[src/rtl/ctrl_pkg.sv]
// Shared types and constants for the multi-cycle LEGv8 control unit:
// FSM states, instruction classes, opcode patterns, ALUOp and fault codes.
package ctrl_pkg;

    localparam int OPCODE_W = 11;

    typedef enum logic [2:0] {
        FETCH  = 3'd0,
        DECODE = 3'd1,
        EXEC   = 3'd2,
        MEM    = 3'd3,
        WB     = 3'd4,
        FAULT  = 3'd7
    } state_t;

    typedef enum logic [3:0] {
        IC_ILLEGAL = 4'd0,
        IC_LDUR    = 4'd1,
        IC_STUR    = 4'd2,
        IC_CBZ     = 4'd3,
        IC_CBNZ    = 4'd4,
        IC_B       = 4'd5,
        IC_ADDI    = 4'd6,
        IC_SUBI    = 4'd7,
        IC_RTYPE   = 4'd8
    } iclass_t;

    // Don't-care bits are written as '?' so these can be used directly as casez items.
    localparam logic [OPCODE_W-1:0] PAT_LDUR  = 11'b11111000010;
    localparam logic [OPCODE_W-1:0] PAT_STUR  = 11'b11111000000;
    localparam logic [OPCODE_W-1:0] PAT_CBZ   = 11'b10110100???;
    localparam logic [OPCODE_W-1:0] PAT_CBNZ  = 11'b10110101???;
    localparam logic [OPCODE_W-1:0] PAT_B     = 11'b000101?????;
    localparam logic [OPCODE_W-1:0] PAT_ADDI  = 11'b1001000100?;
    localparam logic [OPCODE_W-1:0] PAT_SUBI  = 11'b1101000100?;
    localparam logic [OPCODE_W-1:0] PAT_RTYPE = 11'b???0101?000;

    localparam logic [1:0] ALU_ADD   = 2'b00;
    localparam logic [1:0] ALU_PASSB = 2'b01;
    localparam logic [1:0] ALU_RTYPE = 2'b10;
    localparam logic [1:0] ALU_IMM   = 2'b11;

    localparam logic [1:0] FC_NONE    = 2'b00;
    localparam logic [1:0] FC_ILLEGAL = 2'b01;
    localparam logic [1:0] FC_IMEM_TO = 2'b10;
    localparam logic [1:0] FC_DMEM_TO = 2'b11;

    function automatic logic is_mem_class(input iclass_t ic);
        return (ic == IC_LDUR) || (ic == IC_STUR);
    endfunction

endpackage

[src/rtl/op_classifier.sv]
// Combinational opcode classifier: maps an 11-bit LEGv8 opcode to its
// instruction class, first matching pattern wins.
module op_classifier
    import ctrl_pkg::*;
(
    input  logic [OPCODE_W-1:0] op,
    output iclass_t             iclass
);

    always_comb begin
        iclass = IC_ILLEGAL;
        casez (op)
            PAT_LDUR:  iclass = IC_LDUR;
            PAT_STUR:  iclass = IC_STUR;
            PAT_CBZ:   iclass = IC_CBZ;
            PAT_CBNZ:  iclass = IC_CBNZ;
            PAT_B:     iclass = IC_B;
            PAT_ADDI:  iclass = IC_ADDI;
            PAT_SUBI:  iclass = IC_SUBI;
            PAT_RTYPE: iclass = IC_RTYPE;
            default:   iclass = IC_ILLEGAL;
        endcase
    end

endmodule

[src/rtl/multicycle_ctrl.sv]
// Multi-cycle LEGv8 control FSM with handshaked instruction/data memories,
// per-access timeout, sticky fault reporting and a retired-instruction counter.
module multicycle_ctrl
    import ctrl_pkg::*;
#(
    parameter int OP_W        = 11,
    parameter int MEM_TIMEOUT = 16,
    parameter int CNT_W       = 32
) (
    input  logic             clk,
    input  logic             reset,
    input  logic [OP_W-1:0]  op,
    input  logic             imem_ready,
    input  logic             dmem_ready,
    output logic             imem_req,
    output logic             dmem_req,
    output logic             IRWrite,
    output logic             PCInc,
    output logic             Reg2Loc,
    output logic             ALUSrc,
    output logic             MemtoReg,
    output logic             RegWrite,
    output logic             MemRead,
    output logic             MemWrite,
    output logic             Branch,
    output logic             BranchNZ,
    output logic             UncondBranch,
    output logic [1:0]       ALUOp,
    output logic [2:0]       state,
    output logic             fault,
    output logic [1:0]       fault_code,
    output logic [CNT_W-1:0] retired
);

    localparam int WAIT_W = (MEM_TIMEOUT > 1) ? $clog2(MEM_TIMEOUT) : 1;
    localparam logic [WAIT_W-1:0] WAIT_LIMIT = WAIT_W'(MEM_TIMEOUT - 1);

    state_t            cur_state;
    logic [OP_W-1:0]   ir_op;
    logic [WAIT_W-1:0] wait_cnt;
    logic [1:0]        fault_code_q;
    logic [CNT_W-1:0]  retired_q;
    iclass_t           iclass;

    op_classifier u_classifier (
        .op     (ir_op),
        .iclass (iclass)
    );

    always_ff @(posedge clk or negedge reset) begin
        if (!reset) begin
            cur_state    <= FETCH;
            ir_op        <= '0;
            wait_cnt     <= '0;
            fault_code_q <= FC_NONE;
            retired_q    <= '0;
        end else begin
            case (cur_state)
                FETCH: begin
                    // A ready arriving on the limit cycle still completes the fetch.
                    if (imem_ready) begin
                        ir_op     <= op;
                        wait_cnt  <= '0;
                        cur_state <= DECODE;
                    end else if (wait_cnt == WAIT_LIMIT) begin
                        wait_cnt     <= '0;
                        fault_code_q <= FC_IMEM_TO;
                        cur_state    <= FAULT;
                    end else begin
                        wait_cnt <= wait_cnt + 1'b1;
                    end
                end
                DECODE: begin
                    if (iclass == IC_ILLEGAL) begin
                        fault_code_q <= FC_ILLEGAL;
                        cur_state    <= FAULT;
                    end else if (iclass == IC_B) begin
                        retired_q <= retired_q + 1'b1;
                        cur_state <= FETCH;
                    end else begin
                        cur_state <= EXEC;
                    end
                end
                EXEC: begin
                    case (iclass)
                        IC_LDUR, IC_STUR: cur_state <= MEM;
                        IC_CBZ, IC_CBNZ: begin
                            retired_q <= retired_q + 1'b1;
                            cur_state <= FETCH;
                        end
                        IC_RTYPE, IC_ADDI, IC_SUBI: cur_state <= WB;
                        default: begin
                            fault_code_q <= FC_ILLEGAL;
                            cur_state    <= FAULT;
                        end
                    endcase
                end
                MEM: begin
                    if (dmem_ready) begin
                        wait_cnt <= '0;
                        if (iclass == IC_LDUR) begin
                            cur_state <= WB;
                        end else begin
                            retired_q <= retired_q + 1'b1;
                            cur_state <= FETCH;
                        end
                    end else if (wait_cnt == WAIT_LIMIT) begin
                        wait_cnt     <= '0;
                        fault_code_q <= FC_DMEM_TO;
                        cur_state    <= FAULT;
                    end else begin
                        wait_cnt <= wait_cnt + 1'b1;
                    end
                end
                WB: begin
                    retired_q <= retired_q + 1'b1;
                    cur_state <= FETCH;
                end
                FAULT:   cur_state <= FAULT;
                default: cur_state <= FETCH;
            endcase
        end
    end

    // Controls are held at zero while reset is asserted, even though the state is FETCH.
    always_comb begin
        imem_req     = 1'b0;
        dmem_req     = 1'b0;
        IRWrite      = 1'b0;
        PCInc        = 1'b0;
        Reg2Loc      = 1'b0;
        ALUSrc       = 1'b0;
        MemtoReg     = 1'b0;
        RegWrite     = 1'b0;
        MemRead      = 1'b0;
        MemWrite     = 1'b0;
        Branch       = 1'b0;
        BranchNZ     = 1'b0;
        UncondBranch = 1'b0;
        ALUOp        = ALU_ADD;
        if (reset) begin
            case (cur_state)
                FETCH: begin
                    imem_req = 1'b1;
                    IRWrite  = imem_ready;
                    PCInc    = imem_ready;
                end
                DECODE: UncondBranch = (iclass == IC_B);
                EXEC: begin
                    case (iclass)
                        IC_LDUR: begin
                            ALUSrc = 1'b1;
                            ALUOp  = ALU_ADD;
                        end
                        IC_STUR: begin
                            ALUSrc  = 1'b1;
                            Reg2Loc = 1'b1;
                            ALUOp   = ALU_ADD;
                        end
                        IC_CBZ, IC_CBNZ: begin
                            Reg2Loc  = 1'b1;
                            Branch   = 1'b1;
                            BranchNZ = (iclass == IC_CBNZ);
                            ALUOp    = ALU_PASSB;
                        end
                        IC_RTYPE: ALUOp = ALU_RTYPE;
                        IC_ADDI, IC_SUBI: begin
                            ALUSrc = 1'b1;
                            ALUOp  = ALU_IMM;
                        end
                        default: ALUOp = ALU_ADD;
                    endcase
                end
                MEM: begin
                    dmem_req = is_mem_class(iclass);
                    MemRead  = (iclass == IC_LDUR);
                    MemWrite = (iclass == IC_STUR);
                end
                WB: begin
                    RegWrite = 1'b1;
                    MemtoReg = (iclass == IC_LDUR);
                end
                default: ALUOp = ALU_ADD;
            endcase
        end
    end

    assign state      = cur_state;
    assign fault      = (cur_state == FAULT);
    assign fault_code = fault_code_q;
    assign retired    = retired_q;

endmodule

[config.mk]
export PLATFORM = sky130hd
export DESIGN_NAME = multicycle_ctrl
export DESIGN_NICKNAME = d
export VERILOG_FILES = /design/src/rtl/ctrl_pkg.sv /design/src/rtl/op_classifier.sv /design/src/rtl/multicycle_ctrl.sv
export SDC_FILE = /design/constraint.sdc
export NUM_CORES = 1
export LEC_CHECK = 0
export ABC_AREA = 1
export ABC_CLOCK_PERIOD_IN_PS = 2600
export CAP_MARGIN = 25
export CELL_PAD_IN_SITES_DETAIL_PLACEMENT = 1
export CELL_PAD_IN_SITES_GLOBAL_PLACEMENT = 1
export CORE_ASPECT_RATIO = 0.8
export CORE_MARGIN = 3
export CORE_UTILIZATION = 37
export CTS_CLUSTER_SIZE = 30
export DETAILED_ROUTE_END_ITERATION = 10
export PLACE_DENSITY = 0.77
export SKIP_LAST_GASP = 1
export SYNTH_ARGS = -nofsm -noshare
export SYNTH_HDL_FRONTEND = slang
export SYNTH_HIERARCHICAL = 1
export SYNTH_SLANG_ARGS = --single-unit
export TNS_END_PERCENT = 10
[constraint.sdc]
create_clock -name clk -period 2.6 [get_ports clk]
set_input_delay 0.65 -clock clk [delete_from_list [all_inputs] [get_ports clk]]
set_output_delay 0.65 -clock clk [all_outputs]
set_load 0.02 [all_outputs]
==> reports/qor.yml <==
synth.area.top_cells: "dfrtp_1 (35%), nand2_1 (25%), nor2_1 (7.9%), nand2_2 (5.4%), inv_1 (3.8%)"
grt_max_degree: 53
drt_wl_total_mm: 11.8
fin_worst_skew_ns: 0.00601
drive_gt1_frac: 0.216
ff2ff_path_depth: 13
worstSetupPathType: "flip-flop to primary output"
powerDensity_mw_per_mm2: 325
via_per_inst: 4.78
grt.overflow.total: 0
h-tree-depth: 2
holdCritStartpoint: "fault_code[1]"
ys_ff_latch: 52
final_nets: 677
finalSetupViolCount: 11
seqCellArea_sq_mm: 0.00131
avgSynthCellArea_sq_um: 6.60
io_buffers: 67
syn_inst: 563
initial_core_util: 0.382
grt_pass1_vias: 3915
rsz0062_at_grt: "yes"
whs_path_depth: 2
core-area_sq_mm: 0.00973
synth_nets: 580
syn_area_sq_mm: 0.00371
cts.sinks: 52
cts_tree: "built"
fp-row-count: 32
final_cell_mix: "nand2_1 (246), nor2_1 (68), clkdlybuf4s50_1 (54)"
reg2reg_setup_slack_ns: 0.07
slew_headroom: 0.535
worstPathArrival_ns: 2.15
ys_seq_area_frac: 0.350
cts_root_buf: "clkbuf_16"
ir_drop_mv: 0.234
clk_latency_ns: 0.29
ios: 68
final_common_cell: "nand2_1"
clockBufferDepth: 2
synth_top_area_share: 0.350
wl_per_cell_um: 14.8
antenna_cells: 0
period_needed_ns: 2.80
synth_top_cell_by_area: "dfrtp_1"
hold_path_class: "flip-flop to flip-flop"
clk_pin_slew_ns: 0.07
ys_warn_count: 6
status: "finished, violations left"
cp_max_fo: 3
fill_cells: 1304
cts_buffers: 5
die_h_um: 95.6
fmax_ghz: 0.357
gp_congestion: 0.934
grt_pass1_wl_mm: 19.3
die_area_sq_mm: 0.0113
worst_pin_slew_ns: 0.697
syn_to_final_growth_pct: 33.6
slew_viol_final: 0
drt-pass1-iter-count: 4
setup_ws_ns: -0.204
fin_util: 0.510
antenna_found_initial: 0
fp.dieW_um: 118
placed_cell_area_sq_mm: 0.00467
final_cell_area_sq_mm: 0.00496
reg2reg_to: "retired[3]"
hold_viol: 0
hold_path_end: "fault_code[1]"
r2r_start: "ir_op[1]"
critPathRequiredTime_ns: 1.95
failed_checks: "negative setup slack"
start_kind: "flip-flop"
multiInputGateArea_sq_mm: 0.00225
end_kind: "primary output"
ant_nets: 0
p_leak_nw: 2.34
post-dp-hpwl_mm: 9.03
fin_crit_sh: 1.08
drt_iter0_markers: 151
grt_usage: 0.213
cts_hold_buffers: 0
drc_errors: 0
ys_types: 33
max_cap_violations: 0
detailedPlace.worstSlack_ns: -0.281
vias: 3809
-- repair_timing --
action,in CTS,in global routing
setup buffers,0,7
gates resized for setup,35,60
pin swaps,0,15
setup endpoints to repair,13,46
-- synth_stat cells, drive strengths merged --
library cell / count
nand3b: 20
nor4: 1
nor3: 7
nand2: 285
clkbuf: 1
nand4: 4
nand3: 20
buf: 8
ha: 2
a21oi: 4
xnor2: 6
xor2: 10
nor2: 90
o32ai: 1
o21ai: 6
o31ai: 1
inv: 45
dfrtp: 52
-- layer usage --
metal / share of wire / wire, um / GRT usage
met3: 0.037 / 441 / 0.0326
met2: 0.47 / 5540 / 0.363
met4: 0.010 / 121 / 0.0439
met1: 0.48 / 5680 / 0.291
met5: 0 / 0 / 0
-- layout make-up --
class                           instances  share of cell area
Clock buffer                            6              0.0260
Inverter                               45              0.0356
Clock inverter                          2             0.00706
Sequential cell                        52               0.264
Timing Repair Buffer                   99               0.180
Multi-Input combinational cell        457               0.453
Tap cell                              136              0.0343
-- cell families (layout without fill, tap and decap cells) --
| family | count (synthesis) | in the layout | synth area share |
|---|---|---|---|
| simple gates | 427 | 427 | 0.516 |
| xor+xnor | 16 | 16 | 0.0377 |
| flops | 52 | 52 | 0.350 |
| buf+inv | 54 | 152 | 0.0708 |
| fa+ha+maj | 2 | 2 | 0.00674 |
| compound gates | 12 | 12 | 0.0189 |
-- through the flow --
step	hold WS, ns	instances	setup TNS, ns	total power, mW
after global placement	0.457	782	-1.61	0.868
after CTS	0.477	790	-1.84	1.64
after detailed placement	0.459	782	-2.46	0.869
after global routing	0.508	797	-6.24	1.68
after floorplan	0.354	563	0	0.827
final	0.472	797	-1.37	1.61
-- worst max-delay path, cell delays in order (launching register included) --
cell and delay [ns]:
dfrtp_2 0.41, inv_4 0.05, nor2_4 0.11, nand2_2 0.05
nor2_2 0.15, nand2_1 0.10, nand3b_1 0.20, buf_4 0.16
nand2_2 0.08, nor2_4 0.14, nor2_2 0.06, nor3_1 0.19
buf_4 0.17
-- state kept, by name, summed over array words and instances (netlist names) --
name,cells
state,3
retired,32
fault_code,2
ir_op,11
wait_cnt,4
-- worst max path at each step --
stage | start | end | slack (ns) | depth (start not counted)
2_1_floorplan | ir_op[1] | ALUOp[1] | 0.30 | 7
3_3_place_gp | ir_op[0] | ALUSrc | -0.19 | 12
3_5_place_dp | ir_op[6] | ALUOp[0] | -0.28 | 9
4_1_cts | ir_op[3] | MemRead | -0.17 | 11
5_1_grt | ir_op[7] | ALUOp[1] | -0.33 | 12
6_report | ir_op[7] | ALUOp[1] | -0.20 | 12
-- report_power, final --
group | internal [mW] | switching [mW] | leakage, nW
clock network | 0.454 | 0.307 | 0.0808
logic | 0.0199 | 0.0234 | 1.58
registers | 0.808 | 0 | 0.680
(Power assumes the default switching activity.)
